<file path="config.mk">
export PLATFORM = sky130hd
export DESIGN_NAME = rf_write_sched
export DESIGN_NICKNAME = d
export VERILOG_FILES = /design/src/rtl/rf_write_sched_pkg.sv /design/src/rtl/rf_write_sched_fifo.sv /design/src/rtl/rf_write_sched.sv
export SDC_FILE = /design/constraint.sdc
export NUM_CORES = 1
export LEC_CHECK = 0
export BUFFER_PORTS_ARGS = -buffer_cell sky130_fd_sc_hd__buf_2
export CORE_ASPECT_RATIO = 0.7
export CORE_MARGIN = 2
export CORE_UTILIZATION = 57
export CTS_CLUSTER_DIAMETER = 60
export CTS_CLUSTER_SIZE = 12
export DETAILED_ROUTE_END_ITERATION = 7
export PLACE_DENSITY = 0.95
export SLEW_MARGIN = 20
export SYNTH_ARGS = -nofsm -noshare
export SYNTH_HDL_FRONTEND = slang
export SYNTH_SLANG_ARGS = --single-unit
</file>
<file path="constraint.sdc">
create_clock -name clock -period 6.9 [get_ports clock]
set_input_delay 1.38 -clock clock [delete_from_list [all_inputs] [get_ports clock]]
set_output_delay 1.38 -clock clock [all_outputs]
set_load 0.01 [all_outputs]
</file>
<file path="src/rtl/rf_write_sched_pkg.sv">
// Shared constants and the write-request bus type used by the write-port scheduler.
// Pure declarations; no logic, no latency.
// Not applicable; carries no flow control of its own.
package rf_write_sched_pkg;

  localparam int RF_NUM_REGS  = 32;
  localparam int RF_ADDR_W    = 5;
  localparam int RF_DATA_W    = 32;
  localparam int RF_BUF_DEPTH = 2;

  // One register-file write request: used for the WB, long-unit and RF buses.
  typedef struct packed {
    logic                 valid;
    logic [RF_ADDR_W-1:0] rd;
    logic [RF_DATA_W-1:0] data;
  } wr_req_t;

endpackage

</file>
<file path="src/rtl/rf_write_sched_fifo.sv">
// Small holding FIFO for long-unit results that lost write-port arbitration.
// Push visible at head the cycle after the edge; pop takes effect at the edge.
// Push ignored when full, pop ignored when empty; caller gates with full/empty.
module rf_wr_fifo #(
  parameter int DEPTH = 2,
  parameter int WIDTH = 37,
  parameter int CNT_W = $clog2(DEPTH + 1)
) (
  input  logic             clock,
  input  logic             reset,
  input  logic             push_i,
  input  logic [WIDTH-1:0] data_i,
  input  logic             pop_i,
  output logic [WIDTH-1:0] data_o,
  output logic [CNT_W-1:0] count_o,
  output logic             full_o,
  output logic             empty_o
);

  localparam int PTR_W = $clog2(DEPTH);

  logic [WIDTH-1:0] mem_q [DEPTH];
  logic [PTR_W-1:0] wr_ptr_q, wr_ptr_d;
  logic [PTR_W-1:0] rd_ptr_q, rd_ptr_d;
  logic [CNT_W-1:0] count_q, count_d;
  logic             do_push, do_pop;

  assign full_o  = (count_q == CNT_W'(DEPTH));
  assign empty_o = (count_q == '0);
  assign do_push = push_i & ~full_o;
  assign do_pop  = pop_i & ~empty_o;
  assign data_o  = mem_q[rd_ptr_q];
  assign count_o = count_q;

  // Next pointers and occupancy; depth is a power of two so pointers wrap naturally.
  always_comb begin
    wr_ptr_d = wr_ptr_q;
    rd_ptr_d = rd_ptr_q;
    count_d  = count_q;
    if (do_push) wr_ptr_d = wr_ptr_q + PTR_W'(1);
    if (do_pop)  rd_ptr_d = rd_ptr_q + PTR_W'(1);
    case ({do_push, do_pop})
      2'b10:   count_d = count_q + CNT_W'(1);
      2'b01:   count_d = count_q - CNT_W'(1);
      default: count_d = count_q;
    endcase
  end

  // Pointer and count registers; reset empties the FIFO.
  always_ff @(posedge clock or negedge reset) begin
    if (!reset) begin
      wr_ptr_q <= '0;
      rd_ptr_q <= '0;
      count_q  <= '0;
    end else begin
      wr_ptr_q <= wr_ptr_d;
      rd_ptr_q <= rd_ptr_d;
      count_q  <= count_d;
    end
  end

  // Storage array; contents are meaningless while empty so it carries no reset.
  always_ff @(posedge clock) begin
    if (do_push) mem_q[wr_ptr_q] <= data_i;
  end

endmodule

</file>
<file path="src/rtl/rf_write_sched.sv">
// Merges WB writebacks and long-unit results onto the single RF write port; scoreboards long-unit rd.
// Write path is combinational (0 cycles); busy_map updates at the next edge.
// WB always wins; long-unit results buffer in the FIFO, lu_ready drops when it is full.
module rf_write_sched
  import rf_write_sched_pkg::*;
#(
  parameter int NUM_REGS  = RF_NUM_REGS,
  parameter int ADDR_W    = RF_ADDR_W,
  parameter int DATA_W    = RF_DATA_W,
  parameter int BUF_DEPTH = RF_BUF_DEPTH
) (
  input  logic                clock,
  input  logic                reset,
  input  logic                id_valid,
  input  logic [ADDR_W-1:0]   id_rs1,
  input  logic [ADDR_W-1:0]   id_rs2,
  input  logic [ADDR_W-1:0]   id_rd,
  input  logic                id_rd_we,
  input  logic                id_issue_long,
  output logic                stall_id,
  input  logic                wb_valid,
  input  logic [ADDR_W-1:0]   wb_rd,
  input  logic [DATA_W-1:0]   wb_data,
  input  logic                lu_valid,
  input  logic [ADDR_W-1:0]   lu_rd,
  input  logic [DATA_W-1:0]   lu_data,
  output logic                lu_ready,
  output logic                rf_regwrite,
  output logic [ADDR_W-1:0]   rf_write_reg,
  output logic [DATA_W-1:0]   rf_write_data,
  output logic [NUM_REGS-1:0] busy_map
);

  localparam int CNT_W  = $clog2(BUF_DEPTH + 1);
  localparam int ENT_W  = ADDR_W + DATA_W;

  wr_req_t              wb_req, lu_req, head_req, rf_req;
  logic [ENT_W-1:0]     head_dat;
  logic [CNT_W-1:0]     fifo_count;
  logic                 fifo_full, fifo_empty;
  logic                 fifo_push, fifo_pop, bypass;
  logic                 issue, lu_clr;
  logic [NUM_REGS-1:0]  busy_q, busy_d;

  assign wb_req   = '{valid: wb_valid, rd: wb_rd, data: wb_data};
  assign lu_req   = '{valid: lu_valid, rd: lu_rd, data: lu_data};
  assign head_req = '{valid: ~fifo_empty, rd: head_dat[ENT_W-1:DATA_W], data: head_dat[DATA_W-1:0]};

  // Acceptance depends on stored occupancy only, so a full FIFO never pops-through.
  assign lu_ready  = (fifo_count < CNT_W'(BUF_DEPTH));
  assign fifo_push = lu_valid & ~fifo_full & ~bypass;

  rf_wr_fifo #(
    .DEPTH (BUF_DEPTH),
    .WIDTH (ENT_W)
  ) u_fifo (
    .clock   (clock),
    .reset   (reset),
    .push_i  (fifo_push),
    .data_i  ({lu_rd, lu_data}),
    .pop_i   (fifo_pop),
    .data_o  (head_dat),
    .count_o (fifo_count),
    .full_o  (fifo_full),
    .empty_o (fifo_empty)
  );

  // Write-port arbitration: WB, then oldest buffered result, then direct long-unit bypass.
  always_comb begin
    rf_req   = '0;
    fifo_pop = 1'b0;
    bypass   = 1'b0;
    if (wb_req.valid) begin
      rf_req = wb_req;
    end else if (head_req.valid) begin
      rf_req   = head_req;
      fifo_pop = 1'b1;
    end else if (lu_req.valid) begin
      rf_req = lu_req;
      bypass = 1'b1;
    end
  end

  // x0 writes are consumed but never reach the register file.
  assign rf_regwrite   = rf_req.valid & (rf_req.rd != '0);
  assign rf_write_reg  = rf_req.rd;
  assign rf_write_data = rf_req.data;

  assign stall_id = id_valid & (busy_q[id_rs1] | busy_q[id_rs2] | (id_rd_we & busy_q[id_rd]));
  assign issue    = id_valid & id_issue_long & id_rd_we & ~stall_id & (id_rd != '0);
  assign lu_clr   = fifo_pop | bypass;

  // Scoreboard next state: long-unit writes clear, issues set; set is applied last so it wins.
  always_comb begin
    busy_d = busy_q;
    if (lu_clr) busy_d[rf_req.rd] = 1'b0;
    if (issue)  busy_d[id_rd]     = 1'b1;
    busy_d[0] = 1'b0;
  end

  // Pending-write bitmap register; reset forgets all outstanding long-unit writes.
  always_ff @(posedge clock or negedge reset) begin
    if (!reset) busy_q <= '0;
    else        busy_q <= busy_d;
  end

  assign busy_map = busy_q;

endmodule

</file>
# --- After elaboration in Yosys (flattened, before gate mapping) ---
# Memories as Yosys holds them, arrays and structs flattened.
# Index checks and enable logic that the tools add are counted.
word_totals:
  input_bits: 96
  out_inout_bits: 72
  mem_count: 1
  ff_bits: 35
  wordCells: 69
  ramBits: 74
classes:
  add_sub_neg: 4
  muxes: 23
  n_eq_ne: 3
  reduce_logical: 6
  n_bitwise: 21
  magnitude_cmp: 7
memory_table:
  columns: ["memory", "depth", "word_bits", "read_ports", "rd_ports_with_merged_regs", "wr", "line", "text"]
  rows:
  - ["u_fifo.mem_q", 2, 37, 1, 0, 1, "rf_write_sched_fifo.sv:22", "logic [WIDTH-1:0] mem_q [DEPTH];"]
ops:
  columns: ["cell", "count"]
  rows:
  - ["38-bit two-way mux", 3]
  - ["32-bit two-way mux", 2]
  - ["32-bit AND", 1]
  - ["32-bit NOT", 1]
  - ["32-bit bitwise OR", 1]
  - ["5-bit by 6-bit less-than comparator with 1-bit output (second input constant)", 4]
  - ["1-bit binary-select mux with 5-bit select", 3]
  - ["1-bit two-way mux", 12]
  - ["1-bit AND", 11]
  - ["1-bit demux with 5-bit select", 2]
  - ["5-bit by 1-bit greater-or-equal comparator with 1-bit output (second input constant)", 2]
  - ["5-bit nonzero test", 2]
  - ["2-bit == test (second input constant)", 2]
  - ["1-bit NOT", 4]
  - ["2-bit one-hot mux with 2 select lines", 1]
  - ["1-bit bitwise OR", 3]
  - ["1-bit adder (second input constant)", 2]
  - ["2-bit by 1-bit adder with 2-bit output (second input constant)", 1]
  - ["2-bit by 1-bit == test with 1-bit output (second input constant)", 1]
  - ["1-bit logical AND", 2]
  - ["2-bit zero test", 1]
  - ["2-bit less-than comparator (second input constant)", 1]
  - ["2-bit nonzero test", 1]
  - ["2-bit by 1-bit subtractor with 2-bit output (second input constant)", 1]

# --- Depth between registers and ports, before layout ---
# Gate-level depths: netlist of run 1.
logic_depth:
  ltp_word: 13
  depth_mapped: 9
  mapped_depth_nobuf: 7

# --- Modules after synthesis ---
# A second synthesis of run 1 with hierarchy kept.
hier_totals:
  hier_cells: 523
  hier_area_um2: 6227.2
modules_own_cells:
  columns: ["module", "seq_area_each_um2", "area_each_um2", "instances", "cells_each"]
  rows:
  - ["rf_write_sched", 775.7, 3278.1, 1, 390]
  - ["rf_wr_fifo", 2322.2, 2949.1, 1, 133]

# --- Least setup slack after synthesis of run 1 ---
# OpenSTA, ideal clock, no wires.
synth_timing:
  path_kind: "input to output"
  startpoint: "input id_rd[1]"
  endpoint: "output stall_id"
  setup_slack_ps: 2478
  cell_stages: 7
  arrival_time_ps: 3042
  n_path_buf: 1
  required_time_ps: 5520
  path_cell_list: "mux4_2 o2bb2ai_1 a2111o_1 a21oi_1 o2111ai_2 buf_2 and2_1"
synth_via:
  elab_chain_cells: 5
synth_lines:
  columns: ["element", "line", "text"]
  rows:
  - ["start: declaration", "rf_write_sched.sv:17", "input logic [ADDR_W-1:0] id_rd,"]
  - ["1-bit binary-select mux with 5-bit select", "rf_write_sched.sv:89", "assign stall_id = id_valid & (busy_q[id_rs1] | busy_q[id_rs2] | (id_rd_we & busy_q[id_rd]));"]
  - ["1-bit two-way mux (not written as such)", "rf_write_sched.sv:89", null]
  - ["1-bit AND", "rf_write_sched.sv:89", null]
  - ["1-bit bitwise OR", "rf_write_sched.sv:89", null]
  - ["1-bit AND", "rf_write_sched.sv:89", null]
  - ["end: declaration", "rf_write_sched.sv:20", "output logic stall_id,"]
# No other way between the ends. The select of a mux whose other input is x is not followed.

# --- Final worst setup path of run 1 ---
# Ends and elaborated chain as after synthesis.

==> qor.csv, run 1 <==
metric,value,unit
combPwrFrac,35.8,%
relSlewSlack,25.9,%
final.setup.tns,0,ns
dieArea,11400,um^2
clock_latency,0.34,ns
cts_setup_buffers,0,
cp_slowest_stage_delay,0.57,ns
area_growth,20.6,%
grt_overflow,0,
start_util,58.3,%
htreeDepth,3,
yosysMostFrequentCell,edfxtp_1,
synth.area.top_cells,"edfxtp_1 (37%), dfrtp_1 (15%), mux2i_1 (8.9%)",
dominantRegCellSynth,edfxtp_1,
yosysUniqueCellTypes,45,
post-route-min-period,5.22,ns
worstSetupStartpointType,primary input,
crit_path_end_kind,primary output,
rows,31,
post_cts_resized,0,
synth_commonest_cells,"edfxtp_1 (74), mux2i_1 (53), nor2_1 (44), inv_1 (43), a21oi_1 (36)",
crit_type,in -> out,
setup_slack,1.68,ns
outcome,finished clean,
root_buffer,clkbuf_16,
fin_util,70.3,%
core,10300,um^2
cellLeakagePower,3.10,nW
ant_nets,0,
vdd_drop_max,0.215,mV
cts_hold_buf,0,
die_height,89.8,um
antenna_found_initial,1,
tightest_slew,1.11,ns
seq_area_frac_synth,51.7,%
io_pins,168,
power.density,323,nW/um^2
p_seq_share,42.6,%
synth_top_area_cell,edfxtp_1,
required,5.52,ns
ys_ff_latch,109,
seq_area,3100,um^2
place_ws,1.76,ns
via_per_inst,6.43,
ys_warn_count,0,
drtIter0Drc,675,
diodes,0,
hold_slack,0.564,ns
track_usage,29.6,%
dieWidth,127,um
gp_congestion,0.979,
swShare,37.7,%
hp-class,reg -> reg,
cts_sinks,109,
report.final.slew_viol_count,0,
yosysTopAreaCellShare,37.1,%
clockBufferDepth,2,
finalCritPeriodShare,75.7,%
slowest_stage,mux4_2,
cts_tree,done,
netlist_area,5990,um^2
total_power,0.00233,W
rsz0062_at_grt,no,
syn_inst,549,
grt_max_degree,49,
crit_top_cell,buf_2,
critical_path.max_fanout,32,
drive_gt1_share,30.6,%
n_fill_cell,719,
async_flop_share,32.1,%
clockPowerShare,21.6,%
grt_pass1_vias,5075,
crit_arrival,3.84,ns
max-cap-violations,0,
multi_input_area,2590,um^2
vias,5330,
clkTransAtPathRegs,0.08,ns
grt_pass1_wl,26600,um
syn_nets,646,
hold_viol,0,
internal-power,0.00145,W
port_buffers,166,
hpwl,11900,um
nets,789,
drc,0,
syn_area_per_cell,10.9,um^2
finalClockSkew,0.00975,ns
firstDrtPassIters,5,
clock.fmax,0.192,GHz
routedWlPerCell,20.8,um
finalSetupViolations,0,
cts_buffers,9,
wl,17200,um
path_cells,"buf_2, mux4_2, o2bb2ai_1, a2111o_1, a21oi_1, o2111ai_2, buf_4, and2_1, buf_2",
synth_edf_count,74,
switchingPower,0.000880,W
## registers in the layout, indices dropped and copies added (netlist names)
signal	cells
busy_map	31
u_fifo.count_o	2
u_fifo.mem_q	74
u_fifo.rd_ptr_q	1
u_fifo.wr_ptr_q	1
## placed cells by master, fill, tap and decap left out, drive strengths merged, types with 2 or more instances in the layout
| cell | n |
|---|---|
| o31ai | 16 |
| nor3 | 4 |
| a311oi | 35 |
| mux4 | 14 |
| a221oi | 2 |
| clkinv | 2 |
| a2111oi | 4 |
| o21ai | 49 |
| mux2 | 8 |
| inv | 47 |
| edfxtp | 74 |
| nand3b | 2 |
| nand4 | 3 |
| nor2b | 15 |
| nand2b | 6 |
| a31oi | 2 |
| clkbuf | 9 |
| mux2i | 53 |
| buf | 171 |
| dfrtp | 35 |
| nand2 | 26 |
| xnor2 | 4 |
| nor2 | 45 |
| a21oi | 36 |
| nand3 | 18 |
## final cells by class
| type | count | share of cell area (%) |
|---|---|---|
| Sequential cell | 109 | 42.9 |
| Multi-Input combinational cell | 358 | 35.9 |
| Timing Repair Buffer | 171 | 12.6 |
| Clock buffer | 9 | 3.12 |
| Tap cell | 132 | 2.29 |
| Inverter | 43 | 2.23 |
| Clock inverter | 7 | 1.00 |
## critical path, delay by kind of cell
| family | cells | cell delay (ns) |
|---|---|---|
| buffers and inverters | 3 | 0.79 |
| multiplexers | 1 | 0.57 |
| AO/OA/AOI/OAI | 4 | 0.86 |
| AND/OR/NAND/NOR | 1 | 0.22 |
## metrics by stage
step / area, um^2 / cells
floorplan: 5990 / 549
global placement: 6870 / 811
detailed placement: 6870 / 811
CTS: 7170 / 827
global route: 7220 / 829
finish: 7220 / 829
## worst paths after layout
path / slack, ns / from / endpoint / cells past startpoint
worst max-delay path: 1.68 / id_rd[1] / stall_id / 9
worst min-delay path: 0.56 / u_fifo.wr_ptr_q / u_fifo.wr_ptr_q / 1
worst max register to register: 3.93 / u_fifo.count_o[0] / busy_map[13] / 8
worst min register to register: 0.56 / u_fifo.wr_ptr_q / u_fifo.wr_ptr_q / 1
max in group asynchronous: 5.22 / reset / u_fifo.rd_ptr_q / 1
min in group asynchronous: 1.12 / reset / busy_map[1] / 1
## metal layers
layer / GRT usage [%] / up-vias / routed length [um]
met3: 6.01 / 57 / 1720
met4: 9.34 / 0 / 453
met1: 41.5 / 2552 / 6920
met5: 0 / - / 0
met2: 46.8 / 360 / 8160
li1: - / 2361 / -
## kinds of logic after synthesis
kind of cell	Yosys count	share of synthesized area, %
buffers and inverters	82	5.33
multiplexers	75	15.6
adder cells (fa/ha/maj)	1	0.209
AND/OR/NAND/NOR	123	9.53
AO/OA/AOI/OAI	153	16.8
other	1	0.0626
flip-flops	109	51.7
XOR/XNOR	5	0.731
## power groups by stage
stage	Combinational [W]	Clock, W	Sequential (W)
after floorplan	0.000578	0	0.000924
after global placement	0.000764	0	0.000996
after detailed placement	0.000791	0	0.00101
after CTS	0.000799	0.000512	0.000992
after global routing	0.000907	0.000536	0.00101
final	0.000835	0.000505	0.000994
(Power assumes the default switching activity.)
==> inputs of run 2 (changes only) <==
CORE_UTILIZATION = 48   (was 57)
PLACE_DENSITY = 0.88   (was 0.95)
clock period = 4.2 ns   (was 6.9 ns; I/O delays follow)
==> qor.csv, run 2 (same netlist as run 1, synthesis figures left out) <==
metric,value,unit
io_pins,168,
finalCritPeriodShare,82.5,%
tightest_slew,0.890,ns
slowest_stage,a2111o_1,
cts_hold_buf,0,
outcome,finished clean,
dp_cells,847,
crit_top_cell,buf_2,
r2r_setup_slack,1.66,ns
min_delay_worst_endpoint,u_fifo.wr_ptr_q,
ant_nets,0,
hpwl,11300,um
r2r-end,busy_map[16],
antenna_found_initial,0,
power.density,520,nW/um^2
htreeDepth,3,
relSlewSlack,40.0,%
dieWidth,138,um
crit_family,compound AO/OA/AOI/OAI gates,
rr_worst_depth,7,
start_util,48.7,%
final_cell_mix,"buf_2 (166), edfxtp_1 (74), mux2i_1 (53)",
cts_sinks,109,
final.setup.tns,0,ns
clockBufferDepth,2,
required,3.36,ns
grt_pass1_vias,4799,
via_per_inst,5.94,
rsz0062_at_grt,no,
fin_cells,863,
firstDrtPassIters,6,
min_from,u_fifo.wr_ptr_q,
critPathLaunch,id_rd[3],
track_usage,24.0,%
regMostFlops,u_fifo.mem_q,
path_cells,"buf_2, mux4_2, o2bb2ai_1, a2111o_1, a21oi_1, o2111ai_2, and2_1, buf_2",
routedWlPerCell,18.5,um
post-route-min-period,3.46,ns
cp_slowest_stage_delay,0.39,ns
max-cap-violations,0,
grt_overflow,0,
dieArea,13400,um^2
whs_path_depth,1,
port_buffers,166,
cts_setup_buffers,0,
drc,0,
die_height,97.5,um
grt_max_degree,65,
vdd_drop_max,0.300,mV
crit_arrival,2.62,ns
worstPathBufferInverterCount,2,
diodes,0,
clock.fmax,0.289,GHz
crit_path_end_kind,primary output,
core,12300,um^2
finalClockSkew,0.00644,ns
drtIter0Drc,422,
nets,793,
vias,5125,
critical_path.max_fanout,14,
clock_latency,0.34,ns
worstSetupStartpointType,primary input,
cts_buffers,9,
rr_startpoint,busy_map[29],
area_growth,21.0,%
rows,34,
report.final.slew_viol_count,0,
fin_util,58.9,%
cts_tree,done,
grt_pass1_wl,24800,um
crit_type,in -> out,
hp-class,reg -> reg,
hold_viol,0,
finalSetupViolations,0,
post_cts_resized,0,
gp_congestion,0.992,
wl,15900,um
root_buffer,clkbuf_16,
final_common_cell,buf_2,
drive_gt1_share,31.0,%
cellLeakagePower,3.10,nW
largest_reg_flops,74,
clkTransAtPathRegs,0.07,ns
run 2: changes by cell type in the layout (fill, tap and decap cells not counted), sizes merged:
cell,before,now
inv,47,46
clkinv,2,3
buf,171,175
run 2: where the power goes:
group | internal [W] | total, W | switching [W]
Combinational | 0.000562 | 0.00140 | 0.000838
Sequential | 0.00139 | 0.00155 | 0.000166
Clock | 0.000416 | 0.000811 | 0.000395
run 2: area by class of cell:
| cell class | instances | area (um^2) |
|---|---|---|
| clock buffer | 9 | 225 |
| clock inverter | 7 | 67.6 |
| fill | 1027 | 5050 |
| inverter | 43 | 161 |
| multi-input combinational | 358 | 2590 |
| sequential | 109 | 3100 |
| tap | 162 | 203 |
| timing repair buffer | 175 | 898 |
run 2: per-stage QoR:
| step | setup slack (ns) | instance area [um^2] | hold WS, ns | power, W |
|---|---|---|---|---|
| 5_1_grt | 0.642 | 7250 | 0.610 | 0.00399 |
| 6_report | 0.737 | 7250 | 0.548 | 0.00377 |
| 3_5_place_dp | 0.764 | 6950 | 0.545 | 0.00297 |
| 3_3_place_gp | 0.754 | 6950 | 0.540 | 0.00294 |
| 2_1_floorplan | 0.700 | 5990 | 0.468 | 0.00247 |
| 4_1_cts | 0.760 | 7250 | 0.555 | 0.00378 |
run 2: worst max-delay path by stage:
stage | to | slack [ns] | depth (start not counted)
final | stall_id | 0.74 | 8
after global placement | stall_id | 0.75 | 8
after detailed placement | stall_id | 0.76 | 8
after global routing | stall_id | 0.64 | 8
after floorplan | u_fifo.mem_q[0][0] | 0.70 | 4
after CTS | stall_id | 0.76 | 8
run 2: routing by layer:
layer	up-vias	routed length, um	track usage, %
li1	2365	-	-
met1	2483	6780	34.5
met2	251	7280	35.8
met3	26	1580	6.31
met4	0	282	7.30
met5	-	0	0
==> inputs of run 3 (changes only) <==
clock period = 2.8 ns   (was 4.2 ns; I/O delays follow)
==> qor.csv, run 3 (same netlist as run 1, synthesis figures left out) <==
metric,value,unit
core,12300,um^2
power.density,784,nW/um^2
cts_sinks,109,
finalClockSkew,0.00546,ns
dp_cells,882,
worstSetupStartpointType,register,
cts_buffers,9,
drtIter0Drc,388,
route.met2.wl,7530,um
firstDrtPassIters,5,
required,2.24,ns
largest_reg_flops,74,
vdd_drop_max,0.455,mV
finalSetupViolations,2,
path_cells,"mux2i_1, mux2_2, nor2_1, a21o_1, or4_4, buf_6",
final_cell_mix,"buf_2 (165), edfxtp_1 (74), mux2i_1 (53)",
setup_slack,-0.0675,ns
dieArea,13400,um^2
place_area,7240,um^2
grt_overflow,0,
rows,34,
outcome,"finished, violations left",
grt_max_degree,70,
crit_type,reg -> out,
max-cap-violations,0,
port_buffers,166,
top_layer_used,met4,
rsz0062_at_grt,yes,
antenna_found_initial,0,
violations,negative setup slack,
dieWidth,138,um
cellLeakagePower,3.34,nW
tightest_slew,0.821,ns
drc,0,
m1WireLength,7350,um
fin_cells,906,
crit_arrival,2.31,ns
grt_pass1_wl,26400,um
seq_area,3100,um^2
cp_slowest_stage_delay,0.56,ns
ant_nets,0,
cts_hold_buf,0,
cts_tree,done,
hold_viol,0,
fin_util,62.2,%
clkTransAtPathRegs,0.07,ns
rr_worst_depth,8,
via_per_inst,5.87,
grt_pass1_vias,5059,
htreeDepth,3,
diodes,0,
slowest_stage,or4_4,
rr_startpoint,busy_map[21],
io_pins,168,
relSlewSlack,45.3,%
die_height,97.5,um
finalCritPeriodShare,102,%
final_common_cell,buf_2,
nets,836,
root_buffer,clkbuf_16,
vias,5321,
start_util,48.7,%
final.setup.tns,-0.134,ns
report.final.slew_viol_count,0,
post-route-min-period,2.87,ns
multi_input_area,2620,um^2
gp_congestion,1.04,
wl,17000,um
track_usage,25.8,%
drive_gt1_share,35.8,%
clockBufferDepth,2,
clock.fmax,0.349,GHz
r2r_setup_slack,0.34,ns
hold_slack,0.294,ns
fin_area,7650,um^2
r2r-end,busy_map[3],
crit_path_end_kind,primary output,
area_growth,27.7,%
routedWlPerCell,18.7,um
clock_latency,0.35,ns
regMostFlops,u_fifo.mem_q,
critical_path.max_fanout,8,
n_fill_cell,994,
hpwl,12200,um
hp-class,in -> async,
route.met3.wl,1570,um
run 3: changes by cell type in the layout (fill, tap and decap cells not counted), sizes merged:
cell    before  now
buf        175  218
clkinv       3    2
inv         46   47
run 3: how the worst max path moves through the flow:
stage	start	endpoint	slack [ns]
after floorplan	wb_valid	u_fifo.mem_q[0][0]	-0.42
after global placement	id_rd[1]	stall_id	-0.07
after detailed placement	id_rd[1]	stall_id	-0.07
after CTS	busy_map[21]	stall_id	-0.09
after global routing	busy_map[21]	stall_id	-0.18
final	u_fifo.rd_ptr_q	rf_regwrite	-0.07
run 3: area by class of cell:
cell class | instances | share of cell area (%)
Sequential cell | 109 | 40.5
Multi-Input combinational cell | 358 | 34.3
Timing Repair Buffer | 218 | 16.6
Clock buffer | 9 | 2.94
Tap cell | 162 | 2.65
Inverter | 43 | 2.11
Clock inverter | 7 | 0.851
run 3: critical path, delay by kind of cell, from the launching register on:
| family | cells | cell delay (ns) |
|---|---|---|
| AOI/OAI and AO/OA | 1 | 0.20 |
| buffers and inverters | 1 | 0.14 |
| DFF | 1 | 0.50 |
| muxes | 2 | 0.51 |
| and+or+nand+nor | 2 | 0.60 |
run 3: repair_timing:
item / in CTS / in global routing
pin swaps: 6 / 4
setup buffers: 6 / 2
endpoints found under the setup margin: 13 / 18
resized for setup: 9 / 7
run 3: report_power, final:
| group | internal, W | switching (W) |
|---|---|---|
| clock | 0.000626 | 0.000616 |
| sequential | 0.00208 | 0.000227 |
| combinational | 0.00108 | 0.00137 |
| total | 0.00378 | 0.00221 |
run 3: routing by layer:
metal | vias to the layer above | track usage (%)
li1 | 2455 | -
met1 | 2518 | 36.6
met2 | 291 | 38.2
met3 | 57 | 6.89
met4 | 0 | 9.52
met5 | - | 0
run 3: metrics by stage:
step	total power, W	worst slack, ns
6_report	0.00600	-0.0675
2_1_floorplan	0.00370	-0.420
4_1_cts	0.00595	-0.0876
3_5_place_dp	0.00463	-0.0750
5_1_grt	0.00633	-0.180
3_3_place_gp	0.00458	-0.0655
